## src/rtl/hilo_muldiv_pkg.sv

```systemverilog
// Shared constants for the HI/LO unit: op codes, FSM state codes and the divider
// iteration count, plus the operand magnitude helper used by the divider.
package hilo_pkg;

   localparam int unsigned DIV_CYCLES = 32;

   localparam logic [2:0] OP_NOP  = 3'd0;
   localparam logic [2:0] OP_MULT = 3'd1;
   localparam logic [2:0] OP_MTHI = 3'd2;
   localparam logic [2:0] OP_MTLO = 3'd3;
   localparam logic [2:0] OP_DIV  = 3'd4;
   localparam logic [2:0] OP_DIVU = 3'd5;

   localparam logic [1:0] ST_IDLE = 2'd0;
   localparam logic [1:0] ST_RUN  = 2'd1;
   localparam logic [1:0] ST_FIX  = 2'd2;

   // Sign-extend to 33 bits before negating so that |0x80000000| = 2^31 exactly.
   function automatic logic [31:0] mag32(input logic sgn, input logic [31:0] x);
      logic [32:0] ext_s;
      ext_s = {sgn & x[31], x};
      if (ext_s[32]) begin
         ext_s = 33'd0 - ext_s;
      end
      return ext_s[31:0];
   endfunction

endpackage

```

## src/rtl/hilo_muldiv_div_core.sv

```systemverilog
// Restoring shift/subtract divider datapath: {remainder, quotient} register that
// develops one quotient bit per step, MSB first, on operand magnitudes.
module div_core
   import hilo_pkg::*;
(
   input  logic        clk,
   input  logic        rst,
   input  logic        load,
   input  logic        step,
   input  logic        sgn,
   input  logic [31:0] dividend,
   input  logic [31:0] divisor,
   output logic [31:0] quot,
   output logic [31:0] rem
);

   logic [63:0] acc_r;
   logic [31:0] dvs_r;
   logic [64:0] shift_s;
   logic        ge_s;
   logic [31:0] diff_s;
   logic [63:0] acc_nxt_s;

   // One restoring step; the compare is 33 bits wide since the shifted remainder can exceed 2^32-1.
   always_comb begin
      shift_s = {acc_r, 1'b0};
      ge_s    = (shift_s[64:32] >= {1'b0, dvs_r});
      diff_s  = shift_s[63:32] - dvs_r;
      if (ge_s) begin
         acc_nxt_s = {diff_s, shift_s[31:1], 1'b1};
      end else begin
         acc_nxt_s = shift_s[63:0];
      end
   end

   // Partial remainder/quotient and divisor magnitude registers.
   always_ff @(posedge clk) begin
      if (rst) begin
         acc_r <= 64'd0;
         dvs_r <= 32'd0;
      end else if (load) begin
         acc_r <= {32'd0, mag32(sgn, dividend)};
         dvs_r <= mag32(sgn, divisor);
      end else if (step) begin
         acc_r <= acc_nxt_s;
      end
   end

   assign quot = acc_r[31:0];
   assign rem  = acc_r[63:32];

endmodule

```

## src/rtl/hilo_muldiv.sv

```systemverilog
// HI/LO register file with MULT capture, MTHI/MTLO writes and a 34-cycle
// iterative DIV/DIVU; owns the FSM, iteration counter and sign correction.
module hilo_muldiv
   import hilo_pkg::*;
(
   input  logic        clk,
   input  logic        rst,
   input  logic        op_valid,
   input  logic [2:0]  op,
   input  logic [63:0] mult,
   input  logic [31:0] wdata,
   input  logic [31:0] dividend,
   input  logic [31:0] divisor,
   output logic        busy,
   output logic        div_done,
   output logic [31:0] hi,
   output logic [31:0] lo
);

   localparam logic [4:0] CNT_LAST = 5'(DIV_CYCLES - 1);

   logic [1:0]  state_r;
   logic [4:0]  cnt_r;
   logic [31:0] hi_r;
   logic [31:0] lo_r;
   logic        div_done_r;
   logic        sgn_r;
   logic        dvd_neg_r;
   logic        dvs_neg_r;
   logic        dvz_r;
   logic [31:0] dvd_raw_r;
   logic        accept_s;
   logic        load_s;
   logic        step_s;
   logic [31:0] quot_s;
   logic [31:0] rem_s;
   logic [31:0] q_fix_s;
   logic [31:0] r_fix_s;

   assign accept_s = op_valid && (state_r == ST_IDLE);
   assign load_s   = accept_s && ((op == OP_DIV) || (op == OP_DIVU));
   assign step_s   = (state_r == ST_RUN);

   div_core u_div_core (
      .clk      (clk),
      .rst      (rst),
      .load     (load_s),
      .step     (step_s),
      .sgn      (op == OP_DIV),
      .dividend (dividend),
      .divisor  (divisor),
      .quot     (quot_s),
      .rem      (rem_s)
   );

   // Final result: divide-by-zero bypass, else signed correction of the magnitudes.
   always_comb begin
      q_fix_s = quot_s;
      r_fix_s = rem_s;
      if (dvz_r) begin
         q_fix_s = 32'hFFFF_FFFF;
         r_fix_s = dvd_raw_r;
      end else begin
         if (sgn_r && (dvd_neg_r ^ dvs_neg_r)) begin
            q_fix_s = 32'd0 - quot_s;
         end else begin
            q_fix_s = quot_s;
         end
         if (sgn_r && dvd_neg_r) begin
            r_fix_s = 32'd0 - rem_s;
         end else begin
            r_fix_s = rem_s;
         end
      end
   end

   // Divide sequencing FSM, iteration counter and latched operand attributes.
   always_ff @(posedge clk) begin
      if (rst) begin
         state_r    <= ST_IDLE;
         cnt_r      <= 5'd0;
         div_done_r <= 1'b0;
         sgn_r      <= 1'b0;
         dvd_neg_r  <= 1'b0;
         dvs_neg_r  <= 1'b0;
         dvz_r      <= 1'b0;
         dvd_raw_r  <= 32'd0;
      end else begin
         div_done_r <= 1'b0;
         case (state_r)
            ST_IDLE: begin
               if (load_s) begin
                  state_r   <= ST_RUN;
                  cnt_r     <= 5'd0;
                  sgn_r     <= (op == OP_DIV);
                  dvd_neg_r <= (op == OP_DIV) && dividend[31];
                  dvs_neg_r <= (op == OP_DIV) && divisor[31];
                  dvz_r     <= (divisor == 32'd0);
                  dvd_raw_r <= dividend;
               end
            end
            ST_RUN: begin
               cnt_r <= cnt_r + 5'd1;
               if (cnt_r == CNT_LAST) begin
                  state_r <= ST_FIX;
               end
            end
            ST_FIX: begin
               state_r    <= ST_IDLE;
               div_done_r <= 1'b1;
            end
            default: begin
               state_r <= ST_IDLE;
            end
         endcase
      end
   end

   // HI/LO writes: divide result in FIX, otherwise single-cycle ops accepted in IDLE.
   always_ff @(posedge clk) begin
      if (rst) begin
         hi_r <= 32'd0;
         lo_r <= 32'd0;
      end else if (state_r == ST_FIX) begin
         hi_r <= r_fix_s;
         lo_r <= q_fix_s;
      end else if (accept_s) begin
         case (op)
            OP_MULT: begin
               hi_r <= mult[63:32];
               lo_r <= mult[31:0];
            end
            OP_MTHI: hi_r <= wdata;
            OP_MTLO: lo_r <= wdata;
            default: begin
            end
         endcase
      end
   end

   assign busy     = (state_r != ST_IDLE);
   assign div_done = div_done_r;
   assign hi       = hi_r;
   assign lo       = lo_r;

endmodule

```

## config.mk

```make
export PLATFORM = sky130hd
export DESIGN_NAME = hilo_muldiv
export DESIGN_NICKNAME = d
export VERILOG_FILES = /design/src/rtl/hilo_muldiv_pkg.sv /design/src/rtl/hilo_muldiv_div_core.sv /design/src/rtl/hilo_muldiv.sv
export SDC_FILE = /design/constraint.sdc
export NUM_CORES = 1
export LEC_CHECK = 0
export CAP_MARGIN = 20
export CORE_ASPECT_RATIO = 0.75
export CORE_MARGIN = 2
export CORE_UTILIZATION = 40
export CTS_BUF_LIST = sky130_fd_sc_hd__clkbuf_16
export DETAILED_ROUTE_END_ITERATION = 7
export REMOVE_ABC_BUFFERS = 1
export SLEW_MARGIN = 20
export SYNTH_ARGS = -nofsm -noshare
export SYNTH_HDL_FRONTEND = slang
export SYNTH_SLANG_ARGS = --single-unit
export TNS_END_PERCENT = 1
```

## constraint.sdc

```tcl
create_clock -name clk -period 3.8 [get_ports clk]
set_clock_uncertainty 0.1 [all_clocks]
set_input_delay 0.38 -clock clk [delete_from_list [all_inputs] [get_ports clk]]
set_output_delay 0.38 -clock clk [all_outputs]
set_load 0.005 [all_outputs]
```

==> insert_results.sql, run 1 <==
INSERT INTO impl_metrics (metric_group, metric, value, unit) VALUES
('status', 'result_of_the_run', 'finished clean', ''),
('power', 'internal-power', '4280', 'µW'),
('timing', 'max_slew_margin', '33.2', '%'),
('worst_setup_path', 'critPathLaunchType', 'flip-flop', ''),
('timing', 'finalCriticalPeriod', '3.36', 'ns'),
('worst_setup_path', 'cell_with_the_largest_stage_delay_on_the_worst_path', 'and2_1', ''),
('logic_synthesis', 'ys_seq_area_share', '30.0', '%'),
('cts', 'cts_tree', 'yes', ''),
('worst_setup_path', 'reg2reg_from', 'u_div_core.acc_r[34]$_SDFFE_PP0P_', ''),
('logic_synthesis', 'post_synthesis_instance_area', '13600', 'µm²'),
('worst_setup_path', 'critical_path_peak_fanout', '8', ''),
('placement', 'place_area', '16400', 'µm²'),
('cts', 'post_cts_resize_count', '0', ''),
('cts', 'cts_made_buffers', '24', ''),
('power', 'clock_power_share', '33.4', '%'),
('logic_synthesis', 'netlist_instances', '1839', ''),
('cts', 'cts_hold_buf', '0', ''),
('power', 'power_frac_seq', '36.7', '%'),
('timing', 'layout_worst_path_cycle_share', '88.4', '%'),
('timing', 'number_of_max_slew_violations_in_the_final_report', '0', ''),
('timing', 'timing_hold_violations_final', '0', ''),
('floorplan', 'floorplan.rows', '58', ''),
('drt', 'highest-signal-layer', 'met4', ''),
('grt', 'grt_overflow_total', '0', ''),
('power', 'max_vdd_drop', '0.279', 'mV'),
('timing', 'setup_violations', '0', ''),
('drt', 'drt-wirelength-per-cell', '19.2', 'µm'),
('timing', 'max_freq', '298', 'MHz'),
('worst_setup_path', 'worst-path-stages', '10', ''),
('drt', 'dr_total_vias', '13900', ''),
('grt', 'grt_max_degree', '98', ''),
('power', 'sw_frac_of_total', '33.1', '%'),
('drt', 'totalWireLength', '47.6', 'mm'),
('logic_synthesis', 'synthesis.area_per_instance', '7.41', 'µm²'),
('cells_and_area', 'final_area', '17200', 'µm²'),
('worst_setup_path', 'ff2ff_setup_slack', '0.44', 'ns'),
('logic_synthesis', 'synth_async_sr_flop_share', '0', '%'),
('cells_and_area', 'area_growth', '25.9', '%'),
('floorplan', 'core_footprint', '33500', 'µm²'),
('timing', 'grt_setup_unrepaired', 'no', ''),
('timing', 'worst_pin_slew', '1.00', 'ns'),
('power', 'power_leakage', '0.00633', 'µW'),
('cts', 'worst_setup_hold_path_clk_slew', '0.06', 'ns'),
('cts', 'htreeDepth', '1', ''),
('drt', 'drt_first_iter_violations', '1054', ''),
('worst_setup_path', 'crit_path_end', 'u_div_core.acc_r[61]$_SDFFE_PP0P_', ''),
('drt', 'wl_met3', '3.29', 'mm'),
('grt', 'grt_pass1_wl', '73.1', 'mm'),
('cells_and_area', 'finish.net_count', '2217', ''),
('worst_setup_path', 'regToRegEndpoint', 'u_div_core.acc_r[61]$_SDFFE_PP0P_', ''),
('drt', 'drc', '0', ''),
('cts', 'cts.path.max_buffers', '3', ''),
('placement', 'half_perimeter_wire_length_after_detailed_placement', '35.4', 'mm'),
('cts', 'cts_setup_buffers', '0', ''),
('logic_synthesis', 'number_of_enable_type_register_cells_in_the_synthesized_netlist', '0', ''),
('worst_setup_path', 'startpoint', 'u_div_core.acc_r[34]$_SDFFE_PP0P_', ''),
('drt', 'wl_met1', '22.9', 'mm'),
('drt', 'drtPass1Iterations', '5', ''),
('drt', 'wl_met2', '20.4', 'mm'),
('worst_setup_path', 'critical_path_capture_point_type', 'flip-flop', ''),
('logic_synthesis', 'synth.distinct_cells', '80', ''),
('grt', 'global_route.usage.total', '26.0', '%'),
('worst_setup_path', 'crit_path_frequent_cell', 'o21ai_0', ''),
('run', 'drv_cap', '0', ''),
('worst_setup_path', 'timing.critical_path.required', '4.10', 'ns'),
('worst_setup_path', 'timing.critical_path.cells', 'ha_1 > and3_1 > o21ai_0 > a211o_1 > a211oi_1 > o2111ai_1 > and2_1 > buf_4 > a41oi_1 > o21ai_0', ''),
('drt', 'per_cell_via_count_in_the_routed_design', '5.62', ''),
('grt', 'first_global_vias', '12900', ''),
('floorplan', 'initial_core_util', '40.7', '%'),
('worst_setup_path', 'largest_stage_delay_on_the_critical_path', '0.45', 'ns'),
('worst_setup_path', 'worst_path_dominant_cell_family', 'compound AO/OA/AOI/OAI gates', '');
==> synth_stat cells, types with 7 or more instances <==
library cell	instances	area, µm²
a21o_1	14	105
or2_2	8	50.1
nor3_1	35	175
nor4_1	14	87.6
clkbuf_1	115	432
ha_1	38	475
nand3_1	20	100
inv_1	63	236
nand2_1	255	957
xor2_1	65	569
o41ai_1	8	70.1
mux2i_1	69	691
o31ai_1	19	143
or4_1	7	52.6
nand4_1	9	56.3
o211ai_1	8	60.1
nand2b_1	11	68.8
or3_1	17	106
nor2b_1	9	56.3
a21oi_1	211	1060
xnor2_1	75	657
and2_1	12	75.1
nor2_1	203	762
a31oi_1	23	144
o21ai_0	110	551
dfxtp_1	204	4080
a22o_1	11	96.3
a211oi_1	49	368
a311oi_1	34	298
and3_1	11	68.8
a221oi_1	19	166
==> cells in the final DEF (no fill, tap or decap), types with 12 or more instances in the layout <==
master / count
clkbuf_16: 25
o31ai_1: 19
nor2_1: 200
a311oi_1: 34
nand2_1: 255
xor2_1: 65
a31oi_1: 23
o21ai_0: 110
a21oi_1: 211
dfxtp_1: 203
and2_1: 12
nor4_1: 14
a211oi_1: 49
mux2i_1: 69
clkdlybuf4s50_1: 230
a21o_1: 14
xnor2_1: 75
buf_4: 43
or3_1: 17
inv_1: 70
nand3_1: 20
a221oi_1: 19
nor3_1: 33
ha_1: 38
==> sequential cells by signal, indices dropped and copies added, names as in the netlist <==
register and count:
state_r 2, div_done 1, dvd_neg_r 1, hi 32, dvd_raw_r 32, cnt_r 5, lo 32, sgn_r 1
dvz_r 1, dvs_neg_r 1, u_div_core.acc_r 64, u_div_core.dvs_r 32
==> worst min-delay path by stage <==
stage | start | end | slack, ns | depth (start not counted)
4_1_cts | rst | lo[7]$_SDFFE_PP0P_ | 0.22 | 2
5_1_grt | rst | lo[7]$_SDFFE_PP0P_ | 0.25 | 2
3_5_place_dp | dvd_raw_r[10]$_SDFFE_PP0P_ | dvd_raw_r[10]$_SDFFE_PP0P_ | 0.35 | 2
3_3_place_gp | dvd_raw_r[19]$_SDFFE_PP0P_ | dvd_raw_r[19]$_SDFFE_PP0P_ | 0.34 | 2
2_1_floorplan | u_div_core.dvs_r[15]$_SDFFE_PP0P_ | u_div_core.dvs_r[15]$_SDFFE_PP0P_ | 0.33 | 2
6_report | rst | lo[7]$_SDFFE_PP0P_ | 0.22 | 2
==> layer usage <==
layer  up-vias  global-route usage [%]
met4         0                    6.72
met1      6572                    37.1
met2       424                    39.7
met5         -                       0
met3        51                    5.41
li1       6900                       -
==> final cells by class <==
| type | count | area (µm²) |
|---|---|---|
| inverter | 63 | 236 |
| clock buffer | 25 | 626 |
| clock inverter | 18 | 77.6 |
| fill | 3357 | 16400 |
| tap | 450 | 563 |
| timing repair buffer | 278 | 2730 |
| sequential | 204 | 4090 |
| multi-input combinational | 1441 | 8840 |
| antenna | 3 | 7.51 |
==> stage by stage <==
| stage | hold WS (ns) | worst slack (ns) |
|---|---|---|
| floorplan | 0.326 | -2.03 |
| global placement | 0.342 | 0.176 |
| detailed placement | 0.347 | 0.129 |
| CTS | 0.220 | 0.504 |
| global route | 0.247 | 0.225 |
| finish | 0.219 | 0.439 |
==> worst register-to-register path, stage by stage, from the launching register on <==
cell       delay (ns)
dfxtp_1          0.38
ha_1             0.40
and3_1           0.19
o21ai_0          0.10
a211o_1          0.32
a211oi_1         0.34
o2111ai_1        0.43
and2_1           0.45
buf_4            0.23
a41oi_1          0.20
o21ai_0          0.10
==> logic make-up (layout without fill, tap and decap cells) <==
| kind of cell | after synthesis | count (layout) | synth area share [%] |
|---|---|---|---|
| other | 0 | 3 | 0 |
| DFF | 204 | 204 | 30.0 |
| AOI/OAI and AO/OA | 550 | 550 | 25.2 |
| xor gates and xnor gates | 140 | 140 | 8.99 |
| muxes | 71 | 71 | 5.23 |
| adders and majority gates | 39 | 39 | 3.63 |
| and+or+nand+nor | 641 | 641 | 21.4 |
| buffers and inverters | 194 | 384 | 5.59 |
==> power groups by stage <==
| stage | Clock (µW) | Sequential [µW] | Combinational (µW) |
|---|---|---|---|
| 6_report | 2130 | 2340 | 1910 |
| 5_1_grt | 2260 | 2360 | 2090 |
| 4_1_cts | 2170 | 2340 | 1890 |
| 3_5_place_dp | 0 | 2390 | 1880 |
| 3_3_place_gp | 0 | 2390 | 1870 |
| 2_1_floorplan | 0 | 2370 | 1130 |
No activity file was read; power rests on OpenSTA's default activity.
==> run 2, diff against run 1 <==
Settings changed: TNS_END_PERCENT 1 to default.
==> results of run 2 <==
Final layout, timing and power as in run 1 (identical DEF).
==> run 3, diff against run 2 <==
Settings changed: CAP_MARGIN 20 to 40.
Clock period 3.8 ns to 3.89 ns, I/O delays scaled along.
==> run 3 against run 2 <==
Against the previous run: worst hold slack improved by 0.042 ns; sequential power down 2%; cell count down 0.16%; clock power is 4% higher; global-route usage hardly changed; sequential cell count stayed put; die area is the same; first-iteration DRC count up 12%; setup slack improved by 0.13 ns.
==> insert_results.sql, run 3 (synthesis results as in run 1) <==
INSERT INTO impl_metrics (metric_group, metric, value, unit) VALUES
('drt', 'drc', '0', ''),
('cells_and_area', 'largest_reg_flops', '64', ''),
('cts', 'cts_made_buffers', '24', ''),
('worst_setup_path', 'critPathLaunchType', 'flip-flop', ''),
('timing', 'max_freq', '301', 'MHz'),
('worst_setup_path', 'cell_with_the_largest_stage_delay_on_the_worst_path', 'nor3_1', ''),
('floorplan', 'floorplan.rows', '58', ''),
('worst_setup_path', 'crit_path_frequent_cell', 'a21oi_1', ''),
('cells_and_area', 'final_area', '17200', 'µm²'),
('drt', 'drtPass1Iterations', '5', ''),
('timing', 'grt_setup_unrepaired', 'no', ''),
('cells_and_area', 'final_standard_cell_utilization_of_the_core', '51.3', '%'),
('floorplan', 'die_width', '217', 'µm'),
('timing', 'setup_violations', '0', ''),
('drt', 'drt-wirelength-per-cell', '19.2', 'µm'),
('power', 'total_switching_power', '2090', 'µW'),
('grt', 'grt_pass1_wl', '73.2', 'mm'),
('worst_setup_path', 'buffers_inverters_on_critical_path', '1', ''),
('grt', 'first_global_vias', '12800', ''),
('status', 'result_of_the_run', 'finished clean', ''),
('drt', 'totalWireLength', '47.5', 'mm'),
('placement', 'placement.io_buffers', '231', ''),
('timing', 'sum_of_negative_setup_slack', '0', 'ns'),
('cts', 'cts.path.max_buffers', '3', ''),
('worst_setup_path', 'largest_stage_delay_on_the_critical_path', '0.53', 'ns'),
('worst_setup_path', 'timing.critical_path.required', '4.21', 'ns'),
('floorplan', 'dieArea', '35600', 'µm²'),
('cells_and_area', 'final_layout_size_suffix_gt1_share', '5.77', '%'),
('cts', 'clock-root-buffer', 'clkbuf_16', ''),
('power', 'max_vdd_drop', '0.246', 'mV'),
('cts', 'htreeDepth', '1', ''),
('cts', 'post_cts_resize_count', '0', ''),
('grt', 'grt_antenna_before_repair', '3', ''),
('worst_setup_path', 'timing.critical_path.arrival', '3.64', 'ns'),
('drt', 'dr_total_vias', '13900', ''),
('worst_setup_path', 'critical_path_capture_point_type', 'flip-flop', ''),
('worst_setup_path', 'timing.critical_path.cells', 'ha_1 > nand4_1 > nor3_1 > a21oi_1 > and3_1 > a31o_2 > and2_1 > buf_4 > a21oi_1 > a21oi_1', ''),
('placement', 'dpl.cell_count', '2433', ''),
('drt', 'drt_first_iter_violations', '1177', ''),
('cts', 'cts_setup_buffers', '0', ''),
('timing', 'finalCriticalPeriod', '3.32', 'ns'),
('power', 'total_power', '6350', 'µW'),
('cells_and_area', 'finish.net_count', '2216', ''),
('worst_setup_path', 'critical_path_peak_fanout', '11', ''),
('timing', 'layout_worst_path_cycle_share', '85.4', '%'),
('worst_setup_path', 'critPathKind', 'flip-flop to flip-flop', ''),
('cells_and_area', 'final_cells', '2478', ''),
('cts', 'clock_latency', '0.55', 'ns'),
('grt', 'global_route.usage.total', '26.0', '%'),
('timing', 'max_slew_margin', '46.6', '%'),
('timing', 'worst_pin_slew', '0.800', 'ns'),
('power', 'power_per_cell_area', '370', 'nW/µm²'),
('power', 'internal-power', '4260', 'µW'),
('min_path', 'hold_class', 'input pin to flip-flop', ''),
('power', 'sw_frac_of_total', '32.9', '%'),
('power', 'clock_power_share', '34.8', '%'),
('floorplan', 'floorplan.io_pins', '232', ''),
('floorplan', 'core_footprint', '33500', 'µm²'),
('floorplan', 'initial_core_util', '40.7', '%'),
('timing', 'number_of_max_slew_violations_in_the_final_report', '0', ''),
('min_path', 'timing.hold.worst.start', 'rst', ''),
('power', 'comb_power_share', '29.2', '%'),
('placement', 'globalplace.congestion', '0.888', ''),
('cts', 'cts_hold_buf', '0', ''),
('grt', 'grt_overflow_total', '0', ''),
('cts', 'worst_setup_hold_path_clk_slew', '0.06', 'ns'),
('worst_setup_path', 'startpoint', 'u_div_core.acc_r[56]$_SDFFE_PP0P_', ''),
('cts', 'clock-sinks', '204', ''),
('worst_setup_path', 'reg2reg_from', 'u_div_core.acc_r[56]$_SDFFE_PP0P_', ''),
('drt', 'detail-route-antenna-nets', '0', ''),
('floorplan', 'floorplan.die.height', '164', 'µm'),
('cells_and_area', 'layout_common_cells', 'nand2_1, clkdlybuf4s50_1, a21oi_1', ''),
('drt', 'per_cell_via_count_in_the_routed_design', '5.62', ''),
('worst_setup_path', 'worst_path_dominant_cell_family', 'simple AND/OR/NAND/NOR gates', ''),
('cells_and_area', 'layout.cells.most_common', 'nand2_1', ''),
('placement', 'half_perimeter_wire_length_after_detailed_placement', '35.6', 'mm'),
('power', 'power_frac_seq', '36.1', '%'),
('cells_and_area', 'top_register', 'u_div_core.acc_r', ''),
('run', 'drv_cap', '0', ''),
('grt', 'grt_max_degree', '98', ''),
('placement', 'place_area', '16400', 'µm²'),
('cts', 'cts_tree', 'yes', ''),
('timing', 'timing_hold_violations_final', '0', ''),
('cells_and_area', 'area_growth', '26.0', '%'),
('power', 'power_leakage', '0.00635', 'µW');
==> run 3: cell count changes in the layout (fill, tap and decap cells not counted), moves of 2 or more <==
cell | previous run | this run
clkinv_1 | 5 | 3
buf_8 | 0 | 2
buf_4 | 43 | 41
clkinv_2 | 5 | 3
bufinv_16 | 0 | 2
==> run 3: layout make-up <==
class                           count  area, µm²
Sequential cell                   204       4090
Timing Repair Buffer              277       2720
Clock inverter                     17        140
Tap cell                          450        563
Inverter                           63        236
Clock buffer                       24        601
Multi-Input combinational cell   1441       8830
Antenna cell                        2       5.00
Fill cell                        3366      16300
==> run 3: per-stage QoR <==
| step | hold slack, ns | setup slack (ns) |
|---|---|---|
| after floorplan | 0.326 | -1.94 |
| after global placement | 0.342 | 0.204 |
| after detailed placement | 0.346 | 0.177 |
| after CTS | 0.255 | 0.589 |
| after global routing | 0.279 | 0.292 |
| final | 0.262 | 0.567 |
==> run 3: worst register-to-register path, delay by kind of cell (launching register included) <==
family | cells | cell delay [ns]
buffers and inverters | 1 | 0.22
flip-flops | 1 | 0.38
adder cells (fa/ha/maj) | 1 | 0.51
AND/OR/NAND/NOR | 4 | 1.29
AO/OA/AOI/OAI | 4 | 0.70
==> run 3: final timing paths <==
kind | end | slack (ns) | depth (start not counted)
min | lo[14]$_SDFFE_PP0P_ | 0.26 | 2
min reg2reg | dvd_raw_r[13]$_SDFFE_PP0P_ | 0.35 | 2
max reg2reg | u_div_core.acc_r[34]$_SDFFE_PP0P_ | 0.57 | 10
max | u_div_core.acc_r[34]$_SDFFE_PP0P_ | 0.57 | 10
==> run 3: power by group through the flow <==
stage | Sequential (µW) | Clock [µW] | Combinational, µW
floorplan | 2310 | 0 | 1100
global placement | 2330 | 0 | 1810
detailed placement | 2340 | 0 | 1820
CTS | 2290 | 2250 | 1830
global route | 2300 | 2340 | 2030
finish | 2290 | 2210 | 1850
==> run 3: per-layer routing <==
metal  track usage (%)  wire, µm
met5                 0        12
met4              6.41      1140
met3              5.31      3550
met2              39.2     19900
met1              37.7     22900
